==> config.mk <==
export PLATFORM = sky130hd
export DESIGN_NAME = auction_engine
export DESIGN_NICKNAME = d
export VERILOG_FILES = /design/src/rtl/auction_pkg.sv /design/src/rtl/auction_cmp.sv /design/src/rtl/auction_engine.sv
export SDC_FILE = /design/constraint.sdc
export NUM_CORES = 1
export LEC_CHECK = 0
export BUFFER_PORTS_ARGS = -buffer_cell sky130_fd_sc_hd__buf_2
export CORE_MARGIN = 2
export CORE_UTILIZATION = 43
export CTS_CLUSTER_DIAMETER = 150
export CTS_CLUSTER_SIZE = 14
export DETAILED_ROUTE_END_ITERATION = 8
export GPL_TIMING_DRIVEN = 0
export PLACE_DENSITY = 0.68
export SYNTH_ARGS = -nofsm -noshare
export SYNTH_HDL_FRONTEND = slang
export SYNTH_SLANG_ARGS = --single-unit
export TNS_END_PERCENT = 30
==> constraint.sdc <==
create_clock -name clk -period 2.98 [get_ports clk]
set_input_delay 0.596 -clock clk [delete_from_list [all_inputs] [get_ports clk]]
set_output_delay 0.596 -clock clk [all_outputs]
set_load 0.1 [all_outputs]
==> src/rtl/auction_pkg.sv <==
`default_nettype none
// ============================================================================
//  Module   : auction_pkg
//  Purpose  : Shared types for the auction engine. Holds the FSM state
//             encoding and the pricing-mode encodings.
//  Revision : 1.0  initial release
// ============================================================================
package auction_pkg;

    typedef enum logic [1:0] {
        S_IDLE    = 2'd0,
        S_COLLECT = 2'd1,
        S_RESULT  = 2'd2
    } state_t;

    localparam logic MODE_FIRST  = 1'b0;
    localparam logic MODE_SECOND = 1'b1;

endpackage : auction_pkg
`default_nettype wire

==> src/rtl/auction_cmp.sv <==
`default_nettype none
// ============================================================================
//  Module   : auction_cmp
//  Purpose  : Combinational unsigned comparator for one incoming bid against
//             the running maximum and the running second-highest value.
//  Ports    : bid, max_val, second_val  (W-bit unsigned inputs)
//             gt_max, eq_max, gt_second (1-bit flags)
//  Revision : 1.0  initial release
// ============================================================================
module auction_cmp
    import auction_pkg::*;
#(
    parameter int W = 16
) (
    input  logic [W-1:0] bid,
    input  logic [W-1:0] max_val,
    input  logic [W-1:0] second_val,
    output logic         gt_max,
    output logic         eq_max,
    output logic         gt_second
);

    // All operands are unsigned logic vectors, so these compare at full width.
    assign gt_max    = (bid >  max_val);
    assign eq_max    = (bid == max_val);
    assign gt_second = (bid >  second_val);

endmodule : auction_cmp
`default_nettype wire

==> src/rtl/auction_engine.sv <==
`default_nettype none
// ============================================================================
//  Module   : auction_engine
//  Purpose  : Sealed-bid auction over N_BIDDERS sequential bids. Tracks the
//             highest and second-highest bid, the earliest winner and ties,
//             then presents a first- or second-price result with a
//             valid/ready handshake.
//  Ports    : clk, rst                 clock / synchronous active-high reset
//             start, mode              auction launch and pricing mode
//             bid_valid/ready/value    bid stream
//             res_valid/ready          result handshake
//             res_winner/price/tie/zero result fields
//             busy                     engine not idle
//  Revision : 1.0  initial release
// ============================================================================
module auction_engine
    import auction_pkg::*;
#(
    parameter int N_BIDDERS = 4,
    parameter int W         = 16,
    parameter int ID_W      = $clog2(N_BIDDERS)
) (
    input  logic            clk,
    input  logic            rst,
    input  logic            start,
    input  logic            mode,
    input  logic            bid_valid,
    output logic            bid_ready,
    input  logic [W-1:0]    bid_value,
    output logic            res_valid,
    input  logic            res_ready,
    output logic [ID_W-1:0] res_winner,
    output logic [W-1:0]    res_price,
    output logic            res_tie,
    output logic            res_zero,
    output logic            busy
);

    localparam logic [ID_W:0] c_LAST_IDX = (ID_W+1)'(N_BIDDERS - 1);

    state_t          state_q,  state_d;
    logic            mode_q,   mode_d;
    logic [W-1:0]    max_q,    max_d;
    logic [W-1:0]    second_q, second_d;
    logic [ID_W-1:0] winner_q, winner_d;
    logic            tie_q,    tie_d;
    logic [ID_W:0]   cnt_q,    cnt_d;

    logic w_gt_max;
    logic w_eq_max;
    logic w_gt_second;
    logic w_accept;
    logic w_in_result;

    auction_cmp #(
        .W (W)
    ) u_cmp (
        .bid        (bid_value),
        .max_val    (max_q),
        .second_val (second_q),
        .gt_max     (w_gt_max),
        .eq_max     (w_eq_max),
        .gt_second  (w_gt_second)
    );

    assign w_accept    = bid_valid && (state_q == S_COLLECT);
    assign w_in_result = (state_q == S_RESULT);

    always_comb begin
        state_d  = state_q;
        mode_d   = mode_q;
        max_d    = max_q;
        second_d = second_q;
        winner_d = winner_q;
        tie_d    = tie_q;
        cnt_d    = cnt_q;

        case (state_q)
            S_IDLE: begin
                if (start) begin
                    state_d  = S_COLLECT;
                    mode_d   = mode;
                    max_d    = '0;
                    second_d = '0;
                    winner_d = '0;
                    tie_d    = 1'b0;
                    cnt_d    = '0;
                end
            end
            S_COLLECT: begin
                if (w_accept) begin
                    cnt_d = cnt_q + 1'b1;
                    if (cnt_q == '0) begin
                        // First bid seeds the maximum whatever its value;
                        // second stays at its cleared value of 0.
                        max_d    = bid_value;
                        winner_d = '0;
                    end else if (w_gt_max) begin
                        second_d = max_q;
                        max_d    = bid_value;
                        winner_d = cnt_q[ID_W-1:0];
                        tie_d    = 1'b0;
                    end else if (w_eq_max) begin
                        // Winner is left alone so the earliest arrival keeps it.
                        second_d = bid_value;
                        tie_d    = 1'b1;
                    end else if (w_gt_second) begin
                        second_d = bid_value;
                    end
                    if (cnt_q == c_LAST_IDX) begin
                        state_d = S_RESULT;
                    end
                end
            end
            S_RESULT: begin
                if (res_ready) begin
                    state_d = S_IDLE;
                end
            end
            default: state_d = S_IDLE;
        endcase
    end

    always_ff @(posedge clk) begin
        if (rst) begin
            state_q  <= S_IDLE;
            mode_q   <= MODE_FIRST;
            max_q    <= '0;
            second_q <= '0;
            winner_q <= '0;
            tie_q    <= 1'b0;
            cnt_q    <= '0;
        end else begin
            state_q  <= state_d;
            mode_q   <= mode_d;
            max_q    <= max_d;
            second_q <= second_d;
            winner_q <= winner_d;
            tie_q    <= tie_d;
            cnt_q    <= cnt_d;
        end
    end

    // Outputs come only from registers and state. Result fields are masked
    // outside RESULT so that idle/reset values are all zero (max_q == 0 at
    // reset would otherwise show res_zero = 1).
    assign bid_ready  = (state_q == S_COLLECT);
    assign busy       = (state_q != S_IDLE);
    assign res_valid  = w_in_result;
    assign res_winner = w_in_result ? winner_q : '0;
    assign res_price  = !w_in_result          ? '0       :
                        (mode_q == MODE_SECOND) ? second_q : max_q;
    assign res_tie    = w_in_result && tie_q;
    assign res_zero   = w_in_result && (max_q == '0);

endmodule : auction_engine
`default_nettype wire

Word-level counts from Yosys, hierarchy flattened
Index checks and enable logic that the tools add are counted.
- $add $sub $neg: 1
- $mul: 0
- div/mod/pow operators: 0
- $lt $le $gt $ge: 2
- eq/ne operators: 12
- shift operators: 0
- mux-type cells: 33
- bitwise logic cells: 0
- reduce and logical (&&, ||, !) cells: 14
- operator list (kind ; count):
    16-bit 2-to-1 mux ; 11
    16-bit one-hot mux with 2 select lines ; 2
    16-bit greater-than comparator ; 2
    2-bit 2-to-1 mux ; 9
    16-bit equality test ; 1
    16-bit logical NOT ; 1
    5-bit AND reduction ; 2
    4-bit AND reduction ; 2
    3-bit 2-to-1 mux ; 2
    2-bit != test, second input constant ; 3
    3-bit by 1-bit != test with 1-bit output, second input constant ; 2
    2-bit one-hot mux with 3 select lines ; 1
    3-bit one-hot mux with 2 select lines ; 1
    1-bit 2-to-1 mux ; 5
    2-bit by 1-bit != test with 1-bit output, second input constant ; 2
    4-bit by 1-bit != test with 1-bit output, second input constant ; 1
    2-bit one-hot mux with 2 select lines ; 1
    2-bit nonzero test ; 2
    3-bit by 1-bit adder with 3-bit output, second input constant ; 1
    3-bit by 2-bit equality test with 1-bit output, second input constant ; 1
    1-bit logical AND ; 3
    3-bit logical NOT ; 1
    3-bit AND reduction ; 1
    2-bit by 1-bit equality test with 1-bit output, second input constant ; 1
    4 further kinds ; 4
- flip-flop bits (word level): 41
- bits in latches: 0
- RAM bits: 0
- memory bits (read-only): 0
- output and inout bits: 23
- word-level logic and storage cells: 69
- memories kept: 0

Depth between registers and ports, before layout
Gate-level depths: netlist of run 1.
- depth after elaboration: 7
- mapped depth: 12
- gate-level depth less buffers: 8

By module
A second synthesis of run 1 with hierarchy kept.
- cell total of the unflattened synthesis: 381
- area total of the unflattened synthesis: 3061.7 um^2
- modules (own cells, without submodules) (module ; times used ; cells each ; area an instance (um^2) ; seq. area each (um^2)):
    auction_engine ; 1 ; 269 ; 2234.6 ; 820.8
    auction_cmp ; 1 ; 112 ; 827.0 ; 0.0

Worst setup path after synthesis of run 1
OpenSTA, ideal clock, no wires.
- path kind: reg2out
- start: reg state_q[0]
- end: out res_zero
- arrival: 2.778 ns
- required time: 2.384 ns
- slack: -0.394 ns
- cell stages (with the launch flop): 4
- path buffers: 1
- path through: dfxtp_1 nand2b_1 clkbuf_1 nor3_1
- longest elaborated chain between the ends: 2
- RTL lines (item ; RTL line ; text):
    start, declared ; auction_engine.sv:41 ; state_t state_q, state_d;
    start signal, assigned ; auction_engine.sv:134 ; state_q <= state_d;
    2-bit equality test ; auction_engine.sv:67 ; assign w_in_result = (state_q == S_RESULT);
    1-bit logical AND ; auction_engine.sv:154 ; assign res_zero = w_in_result && (max_q == '0);
    end, declared ; auction_engine.sv:35 ; output logic res_zero,
No other way between the ends.

Worst setup path after layout of run 1
- start: reg mode_q
- end: out res_price[6]
- longest elaborated chain between the ends: 2
- RTL lines (item ; RTL line ; text):
    start, declared ; auction_engine.sv:42 ; logic mode_q, mode_d;
    start signal, assigned ; auction_engine.sv:135 ; mode_q <= mode_d;
    16-bit 2-to-1 mux ; auction_engine.sv:152 ; (mode_q == MODE_SECOND) ? second_q : max_q;
    16-bit 2-to-1 mux ; auction_engine.sv:151 ; assign res_price = !w_in_result ? '0 :
    end, declared ; auction_engine.sv:33 ; output logic [W-1:0] res_price,
No other way between the ends.

==> impl.org, run 1 <==
** Power and ir drop
- Overall power :: 1261 uW
- The analysis attributes to cell leakage a power of 0.001427 uW.
- The share of total power dissipated in the clock network is 0.302.
- Switching portion of total power :: 0.3327
- Of the total power, registers draw 0.460.
- The share of total power dissipated in combinational logic is 0.238.
- Total power divided by cell area :: 353.1 nW/um2
- Internal power summed over all cells :: around 840 uW
- Peak supply drop :: around 0.19 mV
- In this run the power spent charging and discharging nets is approximately 420 uW.

** CTS
- Hold repair after CTS inserted 0 buffers.
- Counting along the longest clock path gives a buffer depth of 2.
- Clock-pin slew was measured on the worst setup and hold paths at about 0.090 ns.
- In this run the clock root is driven by a clkbuf_8.
- For the worst-skew pair, the clock arrives at the later sink with an insertion delay of 0.30 ns.
- Num CTS Buffers :: 5
- The clock drives 41 sinks.
- CTS built an H-tree with a depth of 2.
- TritonCTS clock tree :: done

** Detailed routing
- DRT iter0 DRCs :: 165
- For this block, the routed nets add up to 8760 um of wire.
- DRC :: 0
- Routed length on met1 :: 3961 um
- The detail route stage leaves a number of antenna-violating nets equal to 0.
- Router iterations before antenna repair :: 5
- Summed over all nets, wire length on met2 after detailed routing comes to just over 4000 um.
- Dividing the detail-routed wire length by the instance count gives 15.99 um.
- The routed layout has 3,062 vias.
- Highest signal layer in the routed design :: met4
- Dividing the detail-routed via count by the number of cells gives 5.588.
- Routed wire length on met3 :: ~430 um

** Synth
- In the synthesized netlist the async set-or-reset flop fraction comes to 0.
- In the synthesized netlist the dominant register cell turns out to be dfxtp_1.
- Synth unique cells :: 41
- Summed instance area of the synthesized netlist :: 3115 um2
- Seq/Total Area, Yosys :: 0.2635
- After synthesis, the mean cell area works out to between 7 and 8 um2.
- Seq cells post-synth :: 41
- The number of nets in the synthesized netlist is 454.
- After technology mapping, the gate count stands at 397.
- Yosys mapped a number of flops with a built-in enable equal to 0.
- During synthesis, Yosys emitted a total of 0 warnings.

** Cells and area
- Across the whole layout, storage elements account for 820.8 um2.
- Design Area, Final :: 3571 um2
- Area growth from synthesis to layout :: 14.62%
- The finished layout holds between 500 and 600 standard cells, fillers aside.
- The repair_antennas step left the layout with diodes totalling 0.
- Number of fill cells :: approximately 740
- For this run, the post-layout net count is 505.
- Area taken by multi-input logic gates :: 2037 um2
- Ratio of cells with drive above 1 in the final layout :: 0.1448

** STA
- Total of endpoints with negative setup slack in the final report :: 0
- In this run the tightest slew margin relative to its limit is 0.5520.
- Number of hold violations in the final report :: 0
- Timing would allow up to 350.7 MHz.
- For the pin with the worst max-slew slack, the measured transition is 0.6720 ns.
- Counting I/O delays and the setup requirement, the final critical path takes 2.852 ns.
- On the final layout, the worst clock skew is 0.01207 ns.
- Post-route fraction of the period consumed by the critical path :: 0.9570
- Setup repair after global routing could not meet its margin everywhere.
- Slew Viols, Final :: 0
- PnR worst setup slack :: around 0.13 ns

** Floorplanning
- Site Rows :: 31
- Pin placement for this block handled 45 I/O pins.
- Die Y-Extent :: approximately 89 um
- Initial Util :: 0.4365
- Floorplan die area :: 7942 um2
- Total core area :: 7137 um2
- From left edge to right edge, the die measures 89.12 um.

** Placement
- # placed instances :: roughly 540
- In this run the tool buffered the top-level ports with 43 buffer cells.
- Pre-CTS setup slack :: -0.2288 ns
- The congestion estimate from routability-driven global placement came to 0.9495.
- Detailed placement finished with a half-perimeter wire length of 6435 um.
- The placed instances occupy a cell area of 3465 um2.

** GRT
- Gr usage total :: 0.2195
- The via count of the first global-routing pass was 2,787.
- Largest net degree at the start of global routing :: 15
- The first global-routing pass estimated about 13,000 um of wire.
- Total global routing overflow :: 0
- The initial antenna violation count came to 0.

** Critical path
- Top fanout value on the critical path :: 10
- The worst setup path is captured at a primary output.
- Worst Path Required :: 2.38 ns
- Category of the most critical setup path :: flop to primary output
- For the worst setup path, the data arrival time is 2.26 ns.
- Sort of element at the start of the critical path :: flop

** Flow run
- Number of max-cap violations :: 0

** Outcome
- The flow ran to the end, and the final reports show no timing, DRC or antenna violations.

** Worst hold path
- Path type of the worst min-delay path :: flop to flop
-- logic make-up (layout without fill, tap and decap cells) --
| group | count (synthesis) | after routing | share of synthesized area |
|---|---|---|---|
| AO/OA/AOI/OAI | 71 | 71 | 0.1550 |
| multiplexers | 48 | 48 | 0.1542 |
| AND/OR/NAND/NOR | 138 | 138 | 0.1988 |
| buffers and inverters | 64 | 116 | 0.08795 |
| flip-flops | 41 | 41 | 0.2635 |
| adder cells (fa/ha/maj) | 35 | 35 | 0.1406 |
-- synth_stat cells, drive strengths merged, types with 7 or more instances --
library cell   n  area, um2
nand4          8      50.05
dfxtp         41      820.8
a21oi         15      75.07
a31oi         33      206.5
mux2i         48      480.5
buf            7      60.06
nand2         60      225.2
inv           37      138.9
ha            35      437.9
clkbuf        19      71.32
nand3         23      115.1
nor2          29      111.4
-- placed cells by master (no fill, tap or decap), types with 3 or more instances in the layout --
cell type / Yosys / layout
mux2i_1: 48 / 48
nor4_1: 5 / 4
dfxtp_1: 41 / 41
nand3_1: 23 / 23
nand4_1: 8 / 8
a31oi_1: 33 / 33
clkbuf_8: 0 / 5
clkbuf_1: 19 / 18
buf_6: 4 / 4
inv_1: 37 / 37
nand2_1: 60 / 60
nor2_1: 28 / 26
a21oi_1: 15 / 15
nor2b_1: 3 / 3
ha_1: 35 / 35
buf_2: 0 / 43
o21ai_0: 4 / 4
nor2_2: 1 / 3
-- state kept, by name, summed over array words and instances, names as in the netlist --
name and cells:
max_q 16, second_q 16, cnt_q 3, state_q 2, winner_q 2, mode_q 1, tie_q 1
-- cell type report --
| cell class | count | share of cell area |
|---|---|---|
| plain buffers | 26 | 0.03714 |
| flip-flops and latches | 41 | 0.2299 |
| clock inverters | 3 | 0.006307 |
| inverters | 38 | 0.03994 |
| clock buffers | 5 | 0.01927 |
| repair buffers | 44 | 0.06237 |
| multi-input cells | 292 | 0.5704 |
| well taps | 99 | 0.03469 |
-- per-stage QoR --
stage            util  hold WS [ns]  TNS, ns
2_1_floorplan       -        0.4512  -0.8893
5_1_grt        0.5004        0.5108  -0.1887
4_1_cts        0.4984        0.4850        0
3_3_place_gp   0.4854        0.4624   -2.142
6_report       0.5004        0.4821        0
3_5_place_dp   0.4854        0.4732   -2.425
-- final timing paths --
kind / start / endpoint / slack, ns / depth (start not counted)
min: second_q[11] / second_q[11] / 0.48 / 2
min reg2reg: second_q[11] / second_q[11] / 0.48 / 2
max reg2reg: max_q[13] / second_q[8] / 0.16 / 9
max: mode_q / res_price[6] / 0.13 / 5
-- critical path, stage by stage (launching register included) --
cell and delay, ns:
dfxtp_1 0.32, clkbuf_1 0.51, clkbuf_2 0.44, mux2i_1 0.14, nor2_1 0.10, buf_2 0.43
-- layer usage --
| layer | GRT usage | vias up |
|---|---|---|
| met3 | 0.03878 | 23 |
| met5 | 0 | - |
| met1 | 0.2872 | 1432 |
| met4 | 0.07327 | 0 |
| met2 | 0.3650 | 98 |
| li1 | - | 1509 |
-- timing repair --
item | 4_1_cts | 5_1_grt
resized for setup | 1 | 1
pin swaps | 0 | 1
setup endpoints to repair | 9 | 18
setup buffers | 0 | 1
-- power by group through the flow --
| stage | logic, uW | clock network, uW | registers [uW] |
|---|---|---|---|
| after floorplan | 208 | 0 | 587 |
| after global placement | 286 | 0 | 592 |
| after detailed placement | 292 | 0 | 593 |
| after CTS | 294 | 391 | 580 |
| after global routing | 328 | 415 | 583 |
| final | 300 | 381 | 580 |
(Power assumes the default switching activity.)
==> run 2, diff against run 1 <==
--- a/config.mk
+++ b/config.mk
@@ -8,2 +8,3 @@
 export BUFFER_PORTS_ARGS = -buffer_cell sky130_fd_sc_hd__buf_2
+export CAP_MARGIN = 20
 export CORE_MARGIN = 2
==> constraint.sdc (replaced) <==
create_clock -name clk -period 2.7 [get_ports clk]
set_input_delay 0.54 -clock clk [delete_from_list [all_inputs] [get_ports clk]]
set_output_delay 0.54 -clock clk [all_outputs]
set_load 0.005 [all_outputs]
==> impl.org, run 2 (synthesis results as in run 1) <==
** Placement
- The count of port buffers added during placement came to 43 (unchanged).
- The estimated wirelength of the detail-placed design is 6339 um (was 6435 um).
- # placed instances :: 539 (unchanged)
- The routability congestion estimate from global placement was 0.9317 (was 0.9495).
- The post-detailed-placement cell area was 3455 um2 (was 3465 um2).

** STA
- The smallest clock period supported by the final layout is computed as ~2.6 ns.
- Total of endpoints with negative setup slack in the final report :: 0 (unchanged)
- Top achievable clock speed :: 381.0 MHz
- Post-route fraction of the period consumed by the critical path :: 0.9721
- Final worst hold slack :: 0.4827 ns (was 0.4821 ns)
- Number of hold violations in the final report :: 0 (unchanged)
- Worst Clk Skew :: 0.008769 ns (was 0.01207 ns)
- The worst-margin pin slew was 0.6622 ns (was 0.6720 ns).
- The setup TNS after final layout was 0 ns (unchanged).
- Slew Viols, Final :: 0 (unchanged)
- The headroom to the max-slew limit is 0.5586 (was 0.5520).

** Worst hold path
- Path type of the worst min-delay path :: flop to flop (unchanged)
- Beginning of the worst hold path :: second_q[12] (was second_q[11])
- Hold worst-path end :: second_q[12] (was second_q[11])
- The worst hold path depth came to 2 (unchanged).

** Detailed routing
- Routed WL :: 8833 um (was 8760 um)
- Vias :: 3,070 (was 3,062)
- The number of design-rule violations left by the first detailed-router iteration came to 320 (was 165).
- The count of TritonRoute iterations in the first routing pass came to 5 (unchanged).
- The number of nets with antenna violations after routing is 0 (unchanged).
- DRC :: 0 (unchanged)
- Wire length per cell after detailed routing :: 15.92 um (was 15.99 um)
- The via density per instance came to 5.532 (was 5.588).

** Power and ir drop
- Relative contribution of combinational cells to total power :: 0.237 (was 0.238)
- Total power divided by cell area :: 378.8 nW/um2 (was 353.1 nW/um2)
- The leakage power figure is 0.001501 uW (was 0.001427 uW).
- The sequential power share was 0.458 (was 0.460).
- Switching portion of total power :: 0.3278 (was 0.3327)
- Peak supply drop :: 0.1554 mV (was 0.1946 mV)
- Overall power :: 1401 uW (was 1261 uW)
- The portion of total power attributed to the clock network came to 0.305 (was 0.302).
- Sw Pwr :: 459.2 uW (was 419.5 uW)
- Internal power summed over all cells :: 941.5 uW (was 841.4 uW)

** Floorplanning
- The core area is 7137 um2 (unchanged).
- The cell row count is 31 (unchanged).
- Die Y-Extent :: 89.12 um (unchanged)
- The initial cell density of the core is 0.4365 (unchanged).
- The die extent in x came to 89.12 um (unchanged).
- Floorplan die area :: 7942 um2 (unchanged)
- The count of boundary I/O pins was 45 (unchanged).

** Flow run
- The count of max-cap constraint violations is 0 (unchanged).

** Critical path
- Worst Path Required :: 2.89 ns (was 2.38 ns)
- Top fanout value on the critical path :: 10 (unchanged)
- The setup slack of the worst register-to-register path is 0.08 ns (was 0.16 ns).
- The worst flop-to-flop path startpoint is max_q[8] (was max_q[13]).
- The end of the worst register-to-register path is max_q[6] (was second_q[8]).
- Category of the most critical setup path :: flop to flop (was flop to primary output)
- The element type at the critical path start is a flop (unchanged).
- Critical path data arrival time :: 2.81 ns (was 2.26 ns)
- The number of cells on the worst reg-to-reg path is 11 (was 9).
- Worst Setup End Kind :: flop (was primary output)

** CTS
- Num CTS Buffers :: 5 (unchanged)
- The clock transition at the register clock pins on the worst setup and hold paths after CTS was 0.09 ns (about the same).
- TritonCTS clock tree :: done (unchanged)
- Clk_lat worst skew :: 0.31 ns (was 0.30 ns)
- The cell at the root of the clock tree was clkbuf_8 (unchanged).
- Max clock buf depth :: 2 (unchanged)
- Hold buffer count at CTS :: 0 (unchanged)
- The number of sinks driven by the clock tree is 41 (unchanged).
- CTS HTree Levels :: 2 (unchanged)

** GRT
- The wire length of the first global-routing pass was 13,610 um (was 13,470 um).
- The sum of overflow across all layers after global routing came to 0 (unchanged).
- The global router's overall resource usage is 0.2228 (was 0.2195).
- Vias in the first global route :: 2,776 (was 2,787)
- The pin count of the biggest net entering global routing was 19 (was 15).
- The initial antenna violation count is 0 (unchanged).

** Outcome
- Status :: finished clean (unchanged)

** Cells and area
- Ratio of cells with drive above 1 in the final layout :: 0.1930 (was 0.1448)
- Most common library cell in the layout ignoring fill and taps :: nand2_1 (unchanged)
- The area growth from synthesis to layout was 18.67% (was 14.62%).
- Most frequent cells in the layout :: 60 x nand2_1, 48 x mux2i_1, 44 x buf_2, 37 x inv_1, 34 x ha_1 (was 60 x nand2_1, 48 x mux2i_1, 43 x buf_2, 41 x dfxtp_1, 37 x inv_1)
- The fill cell instance count of the final layout is 721 (was 735).
- The antenna cell count is 0 (unchanged).
- The final layout net count is 512 (was 505).
- Top Registers :: max_q (16), second_q (16), cnt_q (3) (unchanged)
- The post-route cell area is 3697 um2 (was 3571 um2).
- Non-filler cells in the finished layout :: 555 (was 548)
## run 2: cell types whose count changed in the layout (fill, tap and decap cells not counted), moves of 2 or more
cell / change
dfxtp_1: -10
buf_4: +9
dfxtp_2: +9
clkbuf_1: -4
nor2_2: -3
clkbuf_2: +2
nor2_1: +2
## run 2: worst max-delay path by stage
stage / start / to / slack, ns / cells after the start
final: max_q[8] / max_q[6] / 0.08 / 11
after global routing: max_q[8] / max_q[6] / -0.01 / 11
after CTS: max_q[13] / max_q[6] / 0.003 / 11
after detailed placement: bid_value[7] / second_q[10] / -0.45 / 9
after global placement: bid_value[7] / second_q[14] / -0.43 / 9
after floorplan: bid_value[11] / second_q[10] / 0.13 / 8
## run 2: critical path: stages (launching register included)
cell and delay (ns):
dfxtp_1 0.42, inv_1 0.07, ha_1 0.28, nand4_1 0.19
a2111o_1 0.40, buf_6 0.15, a31o_1 0.22, buf_6 0.13
a31o_1 0.21, buf_6 0.15, buf_8 0.16, mux2i_1 0.12
## run 2: layout make-up
class	instances	area, um2	area share
clock inverter	3	22.52	0.006091
sequential	41	835.8	0.2261
buffer	24	132.6	0.03587
tap	99	123.9	0.03350
timing repair buffer	53	290.3	0.07851
clock buffer	5	68.82	0.01861
inverter	38	142.6	0.03858
multi-input combinational	292	2081	0.5628
## run 2: per-stage QoR
stage	utilization	worst slack [ns]
floorplan	-	0.1324
global placement	0.4840	-0.4315
detailed placement	0.4840	-0.4541
CTS	0.4996	0.002666
global route	0.5181	-0.01452
finish	0.5181	0.07520
## run 2: repair_timing
item | CTS | global route
gates resized for setup | 5 | 22
buffers inserted | 1 | 9
pin swaps | 3 | 3
setup endpoints to repair | 29 | 38
hold endpoints to repair | 0 | 0
## run 2: power groups by stage
| stage | clock [uW] | combinational [uW] | sequential [uW] |
|---|---|---|---|
| after global placement | 0 | 298 | 654 |
| after detailed placement | 0 | 304 | 655 |
| after floorplan | 0 | 213 | 648 |
| after global routing | 453 | 365 | 643 |
| after CTS | 434 | 308 | 641 |
| final | 427 | 332 | 641 |
## run 2: layer usage
| layer | routed length (um) | up-vias | global-route usage | share of wire |
|---|---|---|---|---|
| met3 | 543 | 21 | 0.03786 | 0.061 |
| met5 | 0 | - | 0 | 0 |
| met2 | 4191 | 114 | 0.3529 | 0.47 |
| met1 | 3865 | 1419 | 0.2975 | 0.44 |
| li1 | - | 1516 | - | - |
| met4 | 232 | 0 | 0.09769 | 0.026 |
